$ cat config.mk
export PLATFORM = sky130hd
export DESIGN_NAME = condition_handler_unit_flat
export DESIGN_NICKNAME = d
export VERILOG_FILES = /design/src/rtl/condition_handler_unit_pkg.sv /design/src/rtl/condition_handler_unit_if.sv /design/src/rtl/condition_handler_unit_cond_evaluator.sv /design/src/rtl/condition_handler_unit.sv /design/src/flat_wrapper.sv
export SDC_FILE = /design/constraint.sdc
export NUM_CORES = 1
export LEC_CHECK = 0
export CAP_MARGIN = 40
export CORE_AREA = 2 2 39 41
export DETAILED_ROUTE_END_ITERATION = 8
export DIE_AREA = 0 0 41 43
export HOLD_SLACK_MARGIN = 0.08
export PLACE_DENSITY_LB_ADDON = 0.25
export SLEW_MARGIN = 20
export SYNTH_ARGS = -nofsm -noshare
export SYNTH_HDL_FRONTEND = slang
export SYNTH_HIERARCHICAL = 1
export SYNTH_SLANG_ARGS = --single-unit
$ cat constraint.sdc
create_clock -name Clk -period 3 [get_ports Clk]
set_clock_uncertainty 0.05 [all_clocks]
set_input_delay 0.45 -clock Clk [delete_from_list [all_inputs] [get_ports Clk]]
set_output_delay 0.45 -clock Clk [all_outputs]
set_load 0.02 [all_outputs]
$ cat src/rtl/condition_handler_unit_pkg.sv
// Shared definitions for the integer branch/condition handling slice.
package condition_handler_unit_pkg;

  // SPARC Bicc condition field encodings (instr[28:25])
  localparam logic [3:0] BN   = 4'b0000;
  localparam logic [3:0] BE   = 4'b0001;
  localparam logic [3:0] BLE  = 4'b0010;
  localparam logic [3:0] BL   = 4'b0011;
  localparam logic [3:0] BLEU = 4'b0100;
  localparam logic [3:0] BCS  = 4'b0101;
  localparam logic [3:0] BNEG = 4'b0110;
  localparam logic [3:0] BVS  = 4'b0111;
  localparam logic [3:0] BA   = 4'b1000;
  localparam logic [3:0] BNE  = 4'b1001;
  localparam logic [3:0] BG   = 4'b1010;
  localparam logic [3:0] BGE  = 4'b1011;
  localparam logic [3:0] BGU  = 4'b1100;
  localparam logic [3:0] BCC  = 4'b1101;
  localparam logic [3:0] BPOS = 4'b1110;
  localparam logic [3:0] BVC  = 4'b1111;

  // nPC source select encodings
  localparam logic [1:0] PCSEL_SEQ  = 2'b00;
  localparam logic [1:0] PCSEL_REL  = 2'b01;
  localparam logic [1:0] PCSEL_JMPL = 2'b10;

  // Bit positions inside {N,Z,V,C}
  localparam int unsigned N = 3;
  localparam int unsigned Z = 2;
  localparam int unsigned V = 1;
  localparam int unsigned C = 0;

  // Delay-slot squash tracking
  typedef enum logic {
    ST_RUN   = 1'b0,
    ST_ANNUL = 1'b1
  } annul_state_e;

endpackage

$ cat src/rtl/condition_handler_unit_if.sv
// Decode/EX-side inputs and front-end outputs of the condition handler.
interface condition_handler_unit_if;
  logic       LE;
  logic       EX_modifyCC;
  logic [3:0] EX_flags;
  logic       EX_jmpl_instr;
  logic       ID_B_instr;
  logic       ID_29_a;
  logic [3:0] ID_cond;
  logic       ID_Call_instr;
  logic [3:0] icc;
  logic [1:0] pc_sel;
  logic       branch_taken;
  logic       S;

  modport master (
    output LE, EX_modifyCC, EX_flags, EX_jmpl_instr,
           ID_B_instr, ID_29_a, ID_cond, ID_Call_instr,
    input  icc, pc_sel, branch_taken, S
  );

  modport slave (
    input  LE, EX_modifyCC, EX_flags, EX_jmpl_instr,
           ID_B_instr, ID_29_a, ID_cond, ID_Call_instr,
    output icc, pc_sel, branch_taken, S
  );
endinterface

$ cat src/rtl/condition_handler_unit_cond_evaluator.sv
// Combinational Bicc condition evaluation against {N,Z,V,C}.
module cond_evaluator
  import condition_handler_unit_pkg::*;
(
  input  logic [3:0] cond,
  input  logic [3:0] flags,
  output logic       cond_true
);

  // Decode the condition field into a single truth bit
  always_comb begin
    cond_true = 1'b0;
    case (cond)
      BN:   cond_true = 1'b0;
      BE:   cond_true = flags[Z];
      BLE:  cond_true = flags[Z] | (flags[N] ^ flags[V]);
      BL:   cond_true = flags[N] ^ flags[V];
      BLEU: cond_true = flags[C] | flags[Z];
      BCS:  cond_true = flags[C];
      BNEG: cond_true = flags[N];
      BVS:  cond_true = flags[V];
      BA:   cond_true = 1'b1;
      BNE:  cond_true = ~flags[Z];
      BG:   cond_true = ~(flags[Z] | (flags[N] ^ flags[V]));
      BGE:  cond_true = ~(flags[N] ^ flags[V]);
      BGU:  cond_true = ~(flags[C] | flags[Z]);
      BCC:  cond_true = ~flags[C];
      BPOS: cond_true = ~flags[N];
      BVC:  cond_true = ~flags[V];
      default: cond_true = 1'b0;
    endcase
  end

endmodule

$ cat src/rtl/condition_handler_unit.sv
// icc register, branch resolution, nPC select and delay-slot annul control.
module condition_handler_unit
  import condition_handler_unit_pkg::*;
#(
  parameter bit ICC_BYPASS = 1'b1
) (
  input logic                    Clk,
  input logic                    R,
  condition_handler_unit_if.slave bus
);

  logic [3:0]   icc_q, icc_d;
  annul_state_e state_q, state_d;
  logic [3:0]   flags_eff;
  logic         cond_true;
  logic         squash;
  logic         taken;
  logic         annul_next;
  logic [1:0]   pc_sel_c;

  cond_evaluator u_cond_eval (
    .cond      (bus.ID_cond),
    .flags     (flags_eff),
    .cond_true (cond_true)
  );

  // Branch resolution, nPC select and annul decision for the instruction in ID
  always_comb begin
    flags_eff = icc_q;
    if (ICC_BYPASS && bus.EX_modifyCC) flags_eff = bus.EX_flags;
    squash = (state_q == ST_ANNUL);
    // A squashed delay-slot instruction can neither branch nor annul
    taken      = ~squash & ((bus.ID_B_instr & cond_true) | bus.ID_Call_instr);
    annul_next = ~squash & ~bus.EX_jmpl_instr & bus.ID_B_instr & bus.ID_29_a &
                 (~cond_true | (bus.ID_cond == BA));
    pc_sel_c = PCSEL_SEQ;
    if (bus.EX_jmpl_instr) pc_sel_c = PCSEL_JMPL;
    else if (taken)        pc_sel_c = PCSEL_REL;
  end

  // Next-state for icc and the annul tracker; everything holds on stall
  always_comb begin
    icc_d   = icc_q;
    state_d = state_q;
    if (bus.LE) begin
      if (bus.EX_modifyCC) icc_d = bus.EX_flags;
      state_d = annul_next ? ST_ANNUL : ST_RUN;
    end
  end

  // State registers
  always_ff @(posedge Clk or posedge R) begin
    if (R) begin
      icc_q   <= '0;
      state_q <= ST_RUN;
    end else begin
      icc_q   <= icc_d;
      state_q <= state_d;
    end
  end

  assign bus.icc          = icc_q;
  assign bus.S            = squash;
  assign bus.branch_taken = taken & ~R;
  assign bus.pc_sel       = R ? PCSEL_SEQ : pc_sel_c;

endmodule

$ cat src/flat_wrapper.sv
// flat-port wrapper written by rule: the top's interface ports become plain ports
module condition_handler_unit_flat import condition_handler_unit_pkg::*;
#(
  parameter bit ICC_BYPASS = 1'b1
)
  (Clk, R, bus_LE, bus_EX_modifyCC, bus_EX_flags, bus_EX_jmpl_instr, bus_ID_B_instr, bus_ID_29_a, bus_ID_cond, bus_ID_Call_instr, bus_icc, bus_pc_sel, bus_branch_taken, bus_S);
  condition_handler_unit_if bus_i ();
  input logic Clk;
  input logic R;
  input wire logic [$bits(bus_i.LE)-1:0] bus_LE;
  input wire logic [$bits(bus_i.EX_modifyCC)-1:0] bus_EX_modifyCC;
  input wire logic [$bits(bus_i.EX_flags)-1:0] bus_EX_flags;
  input wire logic [$bits(bus_i.EX_jmpl_instr)-1:0] bus_EX_jmpl_instr;
  input wire logic [$bits(bus_i.ID_B_instr)-1:0] bus_ID_B_instr;
  input wire logic [$bits(bus_i.ID_29_a)-1:0] bus_ID_29_a;
  input wire logic [$bits(bus_i.ID_cond)-1:0] bus_ID_cond;
  input wire logic [$bits(bus_i.ID_Call_instr)-1:0] bus_ID_Call_instr;
  output wire logic [$bits(bus_i.icc)-1:0] bus_icc;
  output wire logic [$bits(bus_i.pc_sel)-1:0] bus_pc_sel;
  output wire logic [$bits(bus_i.branch_taken)-1:0] bus_branch_taken;
  output wire logic [$bits(bus_i.S)-1:0] bus_S;
  assign bus_i.LE = bus_LE;
  assign bus_i.EX_modifyCC = bus_EX_modifyCC;
  assign bus_i.EX_flags = bus_EX_flags;
  assign bus_i.EX_jmpl_instr = bus_EX_jmpl_instr;
  assign bus_i.ID_B_instr = bus_ID_B_instr;
  assign bus_i.ID_29_a = bus_ID_29_a;
  assign bus_i.ID_cond = bus_ID_cond;
  assign bus_i.ID_Call_instr = bus_ID_Call_instr;
  assign bus_icc = bus_i.icc;
  assign bus_pc_sel = bus_i.pc_sel;
  assign bus_branch_taken = bus_i.branch_taken;
  assign bus_S = bus_i.S;
  condition_handler_unit #(.ICC_BYPASS(ICC_BYPASS)) u_core (.Clk(Clk), .R(R), .bus(bus_i));
endmodule
* Word-level counts from Yosys, hierarchy flattened
Index checks and enable logic that the tools add are counted.
** Storage, ports and cells
- Output and inout port bits :: 8
- Word-level logic and storage cells :: 47
- Bits of input ports :: 16
- Bits in registers :: 5
** Cells by class
- Equal/unequal tests :: 15
- Reductions and logical operators :: 1
- Bitwise logic cells :: 23
- Multiplexer cells :: 6
** Operator list (number)
- $eq A4 B4 Y1 const B :: 8
- $eq A4 B3 Y1 const B :: 4
- $pmux W1 S16 :: 1
- $not A1 Y1 :: 11
- $eq A4 B2 Y1 const B :: 2
- $and A1 B1 Y1 :: 7
- $eq A4 B1 Y1 const B :: 1
- $logic_not A4 Y1 :: 1
- $mux W2 :: 2
- $mux W4 :: 1
- $or A1 B1 Y1 :: 4
- $mux W1 :: 2
- $xor A1 B1 Y1 :: 1

* Logic depth before layout (Yosys ltp)
Gate-level depths: netlist of run 1.
- Depth in word-level cells :: 11
- Mapped depth :: 7
- Mapped depth without buffers :: 7

* Cells and area by module
Netlist of run 1, hierarchy kept.
** By module, submodules not included
- condition_handler_unit :: area an instance 284.0 µm², sequential area each 125.1 µm², cells an instance 31, instances 1
- cond_evaluator :: area an instance 82.6 µm², sequential area each 0.0 µm², cells an instance 11, instances 1

* Worst setup path before layout of run 1
Ideal clock, no wire load.
- Kind :: input-to-output
- Start :: input port bus_EX_modifyCC
- End :: output port bus_pc_sel[0]
- Path buffers :: 0
- Arrival :: 2.078 ns
- Setup slack :: 0.422 ns
- Required time :: 2.500 ns
- Cell stages on the path :: 7
- Path through :: mux2_2 > xor2_1 > o21ai_0 > a21oi_2 > xor2_1 > a21oi_1 > nor4_1
** On the way
- Longest elaborated chain between the ends :: 11
- Elaborated cells between the ends (all ways) :: 18
- Those cells by class :: mux (5); bitwise (13)
** Ends and longest elaborated chain
- start, declared :: RTL line flat_wrapper.sv:11 : input wire logic [$bits(bus_i.EX_modifyCC)-1:0] bus_EX_modifyCC;
- $mux W4 (*)
- $xor A1 B1 Y1
- $or A1 B1 Y1 :: RTL line condition_handler_unit_cond_evaluator.sv:16, condition_handler_unit_cond_evaluator.sv:24
- $not A1 Y1 :: RTL line condition_handler_unit_cond_evaluator.sv:24 : BG: cond_true = ~(flags[Z] | (flags[N] ^ flags[V]));
- $pmux W1 S16 (*) :: RTL line condition_handler_unit_cond_evaluator.sv:13 : case (cond)
- via u_core.cond_true :: RTL line condition_handler_unit.sv:15 : logic cond_true;
- $and A1 B1 Y1 (*) :: RTL line condition_handler_unit.sv:33 : taken = ~squash & ((bus.ID_B_instr & cond_true) | bus.ID_Call_instr);
- $or A1 B1 Y1 (*) :: RTL line condition_handler_unit.sv:33
- $and A1 B1 Y1 (*) :: RTL line condition_handler_unit.sv:33
- $mux W1 (*) :: RTL line condition_handler_unit.sv:38 : else if (taken) pc_sel_c = PCSEL_REL;
- $mux W2 (*) :: RTL line condition_handler_unit.sv:37 : if (bus.EX_jmpl_instr) pc_sel_c = PCSEL_JMPL;
- $mux W2 (*) :: RTL line condition_handler_unit.sv:65 : assign bus.pc_sel = R ? PCSEL_SEQ : pc_sel_c;
- end, declared :: RTL line flat_wrapper.sv:19 : output wire logic [$bits(bus_i.pc_sel)-1:0] bus_pc_sel;
The timed path passes the listed nets; every way through them passes the cells marked *.

* Worst setup path after layout of run 1
- Start :: input port bus_EX_flags[2]
- End :: output port bus_branch_taken
** On the way
- Longest elaborated chain between the ends :: 8
- Elaborated cells between the ends (all ways) :: 11
- Those cells by class :: mux (2); bitwise (9)
** Ends and longest elaborated chain
- start, declared :: RTL line flat_wrapper.sv:12 : input wire logic [$bits(bus_i.EX_flags)-1:0] bus_EX_flags;
- $mux W4 (*)
- via u_core.flags_eff[2] :: RTL line condition_handler_unit.sv:14 : logic [3:0] flags_eff;
- $or A1 B1 Y1, on equally long branches
- $not A1 Y1, on equally long branches :: RTL line condition_handler_unit_cond_evaluator.sv:26, condition_handler_unit_cond_evaluator.sv:24
- $pmux W1 S16 (*) :: RTL line condition_handler_unit_cond_evaluator.sv:13
- via u_core.cond_true :: RTL line condition_handler_unit.sv:15
- $and A1 B1 Y1 (*) :: RTL line condition_handler_unit.sv:33
- $or A1 B1 Y1 (*) :: RTL line condition_handler_unit.sv:33
- $and A1 B1 Y1 (*) :: RTL line condition_handler_unit.sv:33
- $and A1 B1 Y1 (*) :: RTL line condition_handler_unit.sv:64 : assign bus.branch_taken = taken & ~R;
- end, declared :: RTL line flat_wrapper.sv:20 : output wire logic [$bits(bus_i.branch_taken)-1:0] bus_branch_taken;
Marks and branches as above.

==> impl_metrics.toml, run 1 <==
[clock_tree]
cts.sink_count = 5
cts_tree = "done"
clk_pin_slew_ns = 0.04
insertion_delay_ns = 0.24
cts_max_path_buffers = 2
post_cts_buffers = 0
cts-buffers-inserted = 3
cts_root_buffer = "clkbuf_4"
ctsHoldBuffers = 0
htreeDepth = 1

[critical_path]
worst_r2r_path_depth = 7
cp.required_ns = 2.50
r2r_slack_ns = 1.15
startpoint = "bus_EX_flags[2]"
worst_ep_arrival_time_ns = 2.33
crit_path_end_kind = "primary output"
worstPathMaxFanout = 4
worstSetupPathType = "input pin to primary output"
r2r-start = "u_core/bus.icc[1]"
critPathLaunchType = "input pin"

[floorplan]
io-pin-count = 24
fp.coreArea_sq_um = 1380
die-width_microns = 41
dieArea_sq_um = 1760
initial_core_util_pct = 26.5
rows = 14
die_h_microns = 43

[sta]
min_period_ns = 2.83
slew_violations = 0
rsz0062_at_grt = "no"
fmax_ghz = 0.353
worst_slew_pin_slew_ns = 0.297
relSlewSlack_pct = 80.0
finalSetupViolCount = 0
hold_viol = 0
fin_crit_sh_pct = 94.5
whs_ns = 0.444

[global_route]
grt_pass1_vias = 376
grt_first_pass_wirelength_microns = 1470
grt.total_usage_pct = 12.7
grt_overflow_total = 0
antenna_found_initial = 0
grt_max_degree = 7

[yosys]
synth-seq-cells = 5
postSynthNetCount = 58
synth_warnings = 6
syn_area_sq_um = 367
seq_area_frac_synth_pct = 34.1
syn_area_per_cell_sq_um = 8.73
synth.top_cell.area_share_pct = 34.1
post_synth_num_cell_types = 20
synth_cells = 42
yosysTopAreaCell = "dfrtp_1"
yosys-top-cells-area = "dfrtp_1 34%, mux2_2 12%, nor2_1 12%"

[placed_design]
place_congestion = 0.739
post_dp_cell_area_sq_um = 617
port-buffer-count = 23
hpwl_microns = 820

[detailed_routing]
routed_via_density = 4.54
drc = 0
num_vias = 386
drtIter0Drc = 5
routed_wl_microns = 949
dr.pass1.iters = 2
ant_nets = 0
wire_per_inst_microns = 11.2

[pwr]
p_per_area_nw_per_um2 = 401
peakVddDrop_mv = 0.291
leakage_nw = 0.268
finalPower_mw = 0.255

[final_layout]
final_cell_mix = "20 x clkdlybuf4s50_1, 12 x nor2_1, 5 x dfrtp_1"
multiInputGateArea_sq_um = 226
layout_commonest_cell = "clkdlybuf4s50_1"
nFillCells = 152
drive_above_1_share_pct = 18.8
regArea_sq_um = 125
diodes = 0
fin_area_sq_um = 637
areaGrowthSynthToFinish_pct = 73.7
layout.nets = 86

[flow_run]
cap_violations = 0

[outcome]
outcome = "finished, final reports clean"

[worst_hold_path]
min_path_type = "input pin to asynchronous set/reset pin"
[registers in the layout (all words and copies together), names as in the netlist]
| register | flops |
|---|---|
| u_core/bus.icc | 4 |
| u_core/bus.S | 1 |
[layout make-up]
type / count / area share, %
Timing Repair Buffer: 23 / 35.2
Inverter: 4 / 2.36
Sequential cell: 5 / 19.6
Tap cell: 16 / 3.14
Multi-Input combinational cell: 33 / 35.6
Clock buffer: 4 / 4.13
[path summary, 6_finish.rpt]
check	to
min in group Clk	u_core/bus.icc[2]
max in group asynchronous	u_core/bus.icc[2]
max	bus_branch_taken
min reg2reg	u_core/bus.icc[2]
min	u_core/bus.icc[3]
max reg2reg	u_core/bus.S
[critical path, cell delays in order]
cell,delay (ns)
clkdlybuf4s50_1,0.41
mux2_2,0.30
nor2b_1,0.14
o21ai_0,0.20
a21oi_2,0.08
xor2_1,0.18
a21oi_1,0.11
nor3_1,0.13
clkdlybuf4s15_1,0.33
[repair_timing]
item                                    CTS  global route
endpoints found under the setup margin    2             2
resized for setup                         6             2
endpoints found under the hold margin     0             0
[per-stage QoR]
stage          std cells  TNS (ns)  worst slack, ns  util, %
3_3_place_gp          81    -0.835           -0.440     44.6
6_report              85         0            0.166     46.0
4_1_cts               85         0            0.122     46.4
3_5_place_dp          81    -0.901           -0.489     44.6
2_1_floorplan         42         0            0.422        -
5_1_grt               85         0           0.0106     46.0
[Yosys cell counts]
| cell | instances |
|---|---|
| nor2b_1 | 2 |
| nor3_1 | 1 |
| xor2_1 | 2 |
| nor4b_2 | 1 |
| a31oi_1 | 1 |
| a21oi_2 | 1 |
| nor4_1 | 1 |
| a21oi_1 | 1 |
| inv_2 | 1 |
| inv_1 | 3 |
| nor2_1 | 12 |
| mux2_2 | 4 |
| o41ai_1 | 1 |
| mux2i_1 | 1 |
| nand2b_2 | 1 |
| o21ai_0 | 1 |
| o2111a_1 | 1 |
| a32o_2 | 1 |
| dfrtp_1 | 5 |
| nand3_1 | 1 |
[routing by layer]
layer  share of wire, %  GRT usage [%]  vias up  routed length (microns)
li1                   -              -      201                        -
met2                 52           18.4        7                      496
met5                  0              0        -                        0
met3                3.8           3.14        2                       36
met1                 42           15.0      176                      394
met4                2.2           10.0        0                       21
[power breakdown]
part           internal (mW)  switching (mW)
logic                 0.0534          0.0459
clock network         0.0500          0.0240
registers             0.0756         0.00620
[logic make-up after synthesis]
logic type      Yosys count  share of synthesized area (%)
mux                       5                           15.0
xor+xnor                  2                           4.78
buf+inv                   4                           4.09
compound gates            7                           15.4
simple gates             19                           26.6
flops                     5                           34.1
(Power assumes the default switching activity.)
==> inputs of run 2 (changes only) <==
--- a/config.mk
+++ b/config.mk
@@ -9,8 +9,11 @@
 export CORE_AREA = 2 2 39 41
 export DETAILED_ROUTE_END_ITERATION = 8
 export DIE_AREA = 0 0 41 43
+export DONT_BUFFER_PORTS = 1
+export GPL_TIMING_DRIVEN = 1
 export HOLD_SLACK_MARGIN = 0.08
 export PLACE_DENSITY_LB_ADDON = 0.25
+export SETUP_SLACK_MARGIN = 0.15
 export SLEW_MARGIN = 20
 export SYNTH_ARGS = -nofsm -noshare
 export SYNTH_HDL_FRONTEND = slang
==> impl_metrics.toml, run 2 (synthesis results as in run 1) <==
[outcome]
outcome = "finished, final reports clean"

[placed_design]
hpwl_microns = 713
port-buffer-count = 0
place_congestion = 0.710

[clock_tree]
post_cts_buffers = 0
cts-buffers-inserted = 3
cts_max_path_buffers = 2
htreeDepth = 1
insertion_delay_ns = 0.23
cts.sink_count = 5
cts_root_buffer = "clkbuf_4"
clk_pin_slew_ns = 0.04
cts_tree = "done"

[final_layout]
layout.nets = 66
final_cell_mix = "12 x nor2_1, 5 x dfrtp_1, 4 x mux2_2"
layout_commonest_cell = "nor2_1"
largest_register_ffs = 4
drive_above_1_share_pct = 28.6
diodes = 0
areaGrowthSynthToFinish_pct = 19.5

[detailed_routing]
dr.pass1.iters = 4
num_vias = 314
dr_wl_met2_microns = 446
drtIter0Drc = 1
ant_nets = 0
wire_per_inst_microns = 12.9
met1_length_microns = 326
routed_via_density = 4.83
routed_wl_microns = 837
wl_met3_microns = 65
drc = 0
maxUsedRoutingLayer = "met3"

[sta]
finalSetupViolCount = 0
slew_violations = 0
worst_slew_pin_slew_ns = 0.393
rsz0062_at_grt = "no"
fmax_ghz = 0.387
whs_ns = 0.312
min_period_ns = 2.59
setup_tns_ns = 0
fin_crit_sh_pct = 86.2
relSlewSlack_pct = 73.7
hold_viol = 0

[critical_path]
crit_family = "flip-flops"
r2r-start = "u_core/bus.icc[1]"
r2r_slack_ns = 1.07
worstSetupPathType = "register to primary output"
worst_ep_arrival_time_ns = 2.09
crit_path_end_kind = "primary output"
slowest_delay_ns = 0.46
worst_r2r_path_depth = 7
critPathLaunchType = "register"
worst-path-buf-inv = 1
cp.required_ns = 2.50
rr_endpoint = "u_core/bus.S"
worstPathMaxFanout = 3
path_cells = "mux2_2, xor2_1, o21ai_0, a21oi_2, xor2_1, a21oi_1, nor4_1, buf_4"
crit_top_cell = "xor2_1"
slowest_stage = "dfrtp_1"

[pwr]
peakVddDrop_mv = 0.186
leakage_nw = 0.189
p_per_area_nw_per_um2 = 498

[floorplan]
io-pin-count = 24
dieArea_sq_um = 1760
rows = 14
die_h_microns = 43
die-width_microns = 41
initial_core_util_pct = 26.5
fp.coreArea_sq_um = 1380

[worst_hold_path]
holdPathEnd = "u_core/bus.icc[0]"
worstHoldStart = "bus_LE"
min_path_type = "input pin to register"
min_path_cells = 2

[flow_run]
cap_violations = 0

[global_route]
antenna_found_initial = 0
grt_overflow_total = 0
grt_first_pass_wirelength_microns = 1190
grt.total_usage_pct = 10.1
grt_pass1_vias = 299
grt_max_degree = 7
-- run 2: per-stage QoR --
stage	cells	utilization [%]	power [mW]	cell area, sq um	setup WS [ns]
final	65	31.6	0.218	438	0.414
after detailed placement	60	29.0	0.143	402	0.621
after global routing	65	31.6	0.234	438	0.219
after CTS	65	31.6	0.224	438	0.369
after global placement	60	29.0	0.143	402	0.634
after floorplan	42	-	0.132	367	0.422
-- run 2: what timing repair did --
item | CTS | global route
resized for setup | 0 | 0
hold buffers | 1 | 0
hold endpoints to repair | 5 | 0
-- run 2: routing by layer --
layer	global-route usage, %	up-vias
met5	0	-
li1	-	160
met3	4.19	0
met4	6.00	0
met1	10.5	147
met2	15.9	7
-- run 2: layout make-up --
| class | count | area (sq um) |
|---|---|---|
| well taps | 16 | 20.0 |
| repair buffers | 3 | 25.0 |
| clock buffers | 4 | 26.3 |
| multi-input cells | 33 | 226 |
| flip-flops and latches | 5 | 125 |
| inverters | 4 | 15.0 |
| fillers | 163 | 946 |
-- run 2: worst max path at each step --
stage	cells past startpoint	startpoint	endpoint	slack, ns
after floorplan	7	bus_EX_modifyCC	bus_pc_sel[0]	0.42
after global placement	8	bus_EX_modifyCC	bus_pc_sel[0]	0.63
after detailed placement	8	bus_EX_modifyCC	bus_pc_sel[0]	0.62
after CTS	8	u_core/bus.icc[1]	bus_pc_sel[0]	0.37
after global routing	8	u_core/bus.icc[1]	bus_pc_sel[0]	0.22
final	8	u_core/bus.icc[1]	bus_pc_sel[0]	0.41
-- run 2: worst register-to-register path, stage by stage (launching register included) --
cell	delay (ns)
dfrtp_1	0.46
mux2_2	0.33
xor2_1	0.16
o21ai_0	0.19
a21oi_2	0.08
xor2_1	0.17
o41ai_1	0.11
a32o_2	0.27
-- run 2: power by group --
| part | switching (mW) | internal, mW | total, mW |
|---|---|---|---|
| Combinational | 0.0258 | 0.0247 | 0.0505 |
| Clock | 0.0251 | 0.0501 | 0.0753 |
| Sequential | 0.0168 | 0.0754 | 0.0922 |
==> patch 1, RTL diff (config.mk and constraints of run 1) <==
`ICC_BYPASS` is set to 1'b1 in 2 places; all go to 1'b0.
--- a/src/rtl/condition_handler_unit.sv
+++ b/src/rtl/condition_handler_unit.sv
@@ -3,5 +3,5 @@
   import condition_handler_unit_pkg::*;
 #(
-  parameter bit ICC_BYPASS = 1'b1
+  parameter bit ICC_BYPASS = 1'b0
 ) (
   input logic                    Clk,
--- a/src/flat_wrapper.sv
+++ b/src/flat_wrapper.sv
@@ -2,5 +2,5 @@
 module condition_handler_unit_flat import condition_handler_unit_pkg::*;
 #(
-  parameter bit ICC_BYPASS = 1'b1
+  parameter bit ICC_BYPASS = 1'b0
 )
   (Clk, R, bus_LE, bus_EX_modifyCC, bus_EX_flags, bus_EX_jmpl_instr, bus_ID_B_instr, bus_ID_29_a, bus_ID_cond, bus_ID_Call_instr, bus_icc, bus_pc_sel, bus_branch_taken, bus_S);
Check against the original RTL: not equivalent (Yosys sat finds a counterexample within 4 cycles, from zero or initial values).
==> patch 1 against run 1 <==
  * Sequential share of layout area increased by 0.27 points
  * First-iteration DRC count down 80%
  * Sequential cell count is the same
  * Highest routed layer is now met3
  * Routed wire length down 13%
  * Cell area shrank 1.4%
  * Setup slack better by 0.013 ns
  * Synthesized area shrank 9.6%
  * Critical path depth down 1
  * Largest power group unchanged
  * Total power grew 2.4%
==> patch 1: results (changes against run 1) <==
The flow ran to the end, and the final reports show no timing, DRC or antenna violations. The critical path's largest stage delay works out to 0.56 ns (+0.15 ns). The initial antenna violation count is 0 (unchanged), and the count of placed standard cells in the final layout, fillers left out is 77 (-9.4%). The highest net fanout along the worst path is 5 (+1), and the detailed router's first-iteration violation count is 1 (-4). Average wire length per cell after detail routing: 10.7 um (-4.3%). The tools report the data arrival time at the worst-slack endpoint as 2.32 ns.

The global routing usage on met1 is 0.154 (+0.00377), and the clock input transition at the sequential cells of the worst setup and hold paths is 0.04 ns (about the same). For the via count of the first global-routing pass, the log shows 334 (-11%). Antenna diode count: 0 (unchanged).

The placed wire-length estimate after detailed placement is 699 um (-15%), and the length of the first detailed-routing pass in iterations is 3 (+1). For the wire length of the first global-routing pass, the log shows 1350 um (-8.4%). The most used flip-flop cell after synthesis is dfrtp_1. The post-CTS setup repair buffer count is 0 (unchanged).

Static leakage: 0.000268 uW (about the same). The tools report the count of yosys warnings during synthesis as 6 (unchanged). In the synthesized netlist, the cells that appear most often are dfrtp_1 (5), inv_1 (4), mux2_2 (4), nor2b_1 (2), xor2_1 (2).

The final weighted congestion in routability-driven placement was 0.687 (-7.0%). The logs give 185 uW (+3.2%) for the internal portion of total power and 0.377 (+0.0361) for the sequential fraction of the synthesis area. For the cell count after synthesis, the log shows 31 (-26%). Number of buffers between clock root and the deepest sink: 2 (unchanged).

The largest individual stage delay along the critical path comes from the cell clkdlybuf4s50_1. The final-stage net count is 78 (-9.3%), and the global-route track usage on met3 is 0.0314 (unchanged). The synthesized netlist net count came out at 47 (-19%). The fraction of final layout cells sized beyond drive strength 1 is 0.230 (+0.0411), and the number of enable-type register cells in the synthesized netlist is 0 (unchanged). The run gives 0.24 ns (about the same) as the insertion delay to the later sink of the worst-skew pair. The count of H-tree levels built during CTS came out at 1 (unchanged).

The number of buffers created by CTS was 3 (unchanged); the overall track demand over capacity in global routing was 0.113 (-0.0140). The number of fill cells in the layout came out at 153 (+0.66%). Ranked by total cell area, the synthesized netlist is headed by dfrtp_1 (38%), mux2_2 (14%), xor2_1 (5.3%), o41ai_2 (4.9%), inv_1 (4.5%). The logs give 19 (-5.0%) for the number of distinct standard cells referenced by the synthesized netlist and 0.832 (+0.0323) for the tightest slew margin relative to the limit. The number of cells after detailed placement is 73 (-9.9%).

The met2 track demand over resource is 0.147 (-0.0375), and the largest voltage drop on the vdd net is 0.000198 V (-32%). The average via count per standard cell works out to 4.52 (-0.48%). The cell family contributing the most delay on the critical path was buffers and inverters. The tools report the largest net degree at the start of global routing as 6 (-1). The cell sitting at the root of the clock tree is a clkbuf_4.
patch 1: cell types whose count changed after synthesis:
cell / delta
inv_2: -1
o41ai_1: -1
o41ai_2: +1
a32o_1: +1
inv_1: +1
nand2_1: +1
a32o_2: -1
nor2_1: -12
patch 1: area by class of cell:
cell class | instances | share of cell area
multi-input combinational | 22 | 0.305
sequential | 5 | 0.199
clock buffer | 4 | 0.0418
tap | 16 | 0.0319
inverter | 4 | 0.0239
timing repair buffer | 26 | 0.398
patch 1: power by group through the flow:
stage               sequential, uW  clock, uW  combinational [uW]
finish                        87.0       75.7                98.5
global route                  88.7       85.1                 107
CTS                           87.0       81.0                99.7
detailed placement            88.0          0                 101
global placement              88.2          0                 100
floorplan                     96.9          0                36.8
patch 1: timing repair:
| item | CTS | global route |
|---|---|---|
| resized for setup | 2 | 0 |
| endpoints found under the setup margin | 2 | 0 |
| hold buffers | 0 | 0 |
patch 1: final timing paths:
kind,to,slack (ns),start,cells past startpoint
worst max-delay path,bus_pc_sel[0],0.18,bus_ID_cond[1],8
worst min-delay path,u_core/bus.icc[2]$_DFFE_PP0P_,0.45,R,2
worst max register to register,u_core/bus.S$_DFFE_PP0P_,1.40,u_core/bus.icc[2]$_DFFE_PP0P_,6
worst min register to register,u_core/bus.icc[0]$_DFFE_PP0P_,0.52,u_core/bus.icc[0]$_DFFE_PP0P_,1
max in group asynchronous,u_core/bus.icc[0]$_DFFE_PP0P_,2.29,R,2
min in group Clk,u_core/bus.icc[0]$_DFFE_PP0P_,0.52,u_core/bus.icc[0]$_DFFE_PP0P_,1
patch 1: cells by family (layout without fill, tap and decap cells):
| kind of cell | after synthesis | after routing | share of synthesized area |
|---|---|---|---|
| flip-flops | 5 | 5 | 0.377 |
| AO/OA/AOI/OAI | 7 | 7 | 0.189 |
| multiplexers | 5 | 5 | 0.166 |
| XOR/XNOR | 2 | 2 | 0.0528 |
| buffers and inverters | 4 | 34 | 0.0453 |
| AND/OR/NAND/NOR | 8 | 8 | 0.170 |
patch 1: stage by stage:
step,setup slack (ns),util,hold slack [ns],area (um^2),total power (uW)
finish,0.179,0.454,0.448,628,261
floorplan,0.631,-,0.179,332,134
global route,0.0256,0.454,0.468,628,281
CTS,0.162,0.454,0.444,628,268
detailed placement,-0.122,0.437,0.503,604,189
global placement,-0.104,0.437,0.507,604,188
patch 1: layer usage:
layer,part of all wire,vias to the layer above
li1,-,175
met1,0.48,160
met2,0.46,13
met3,0.061,0
met4,0,0
met5,0,-
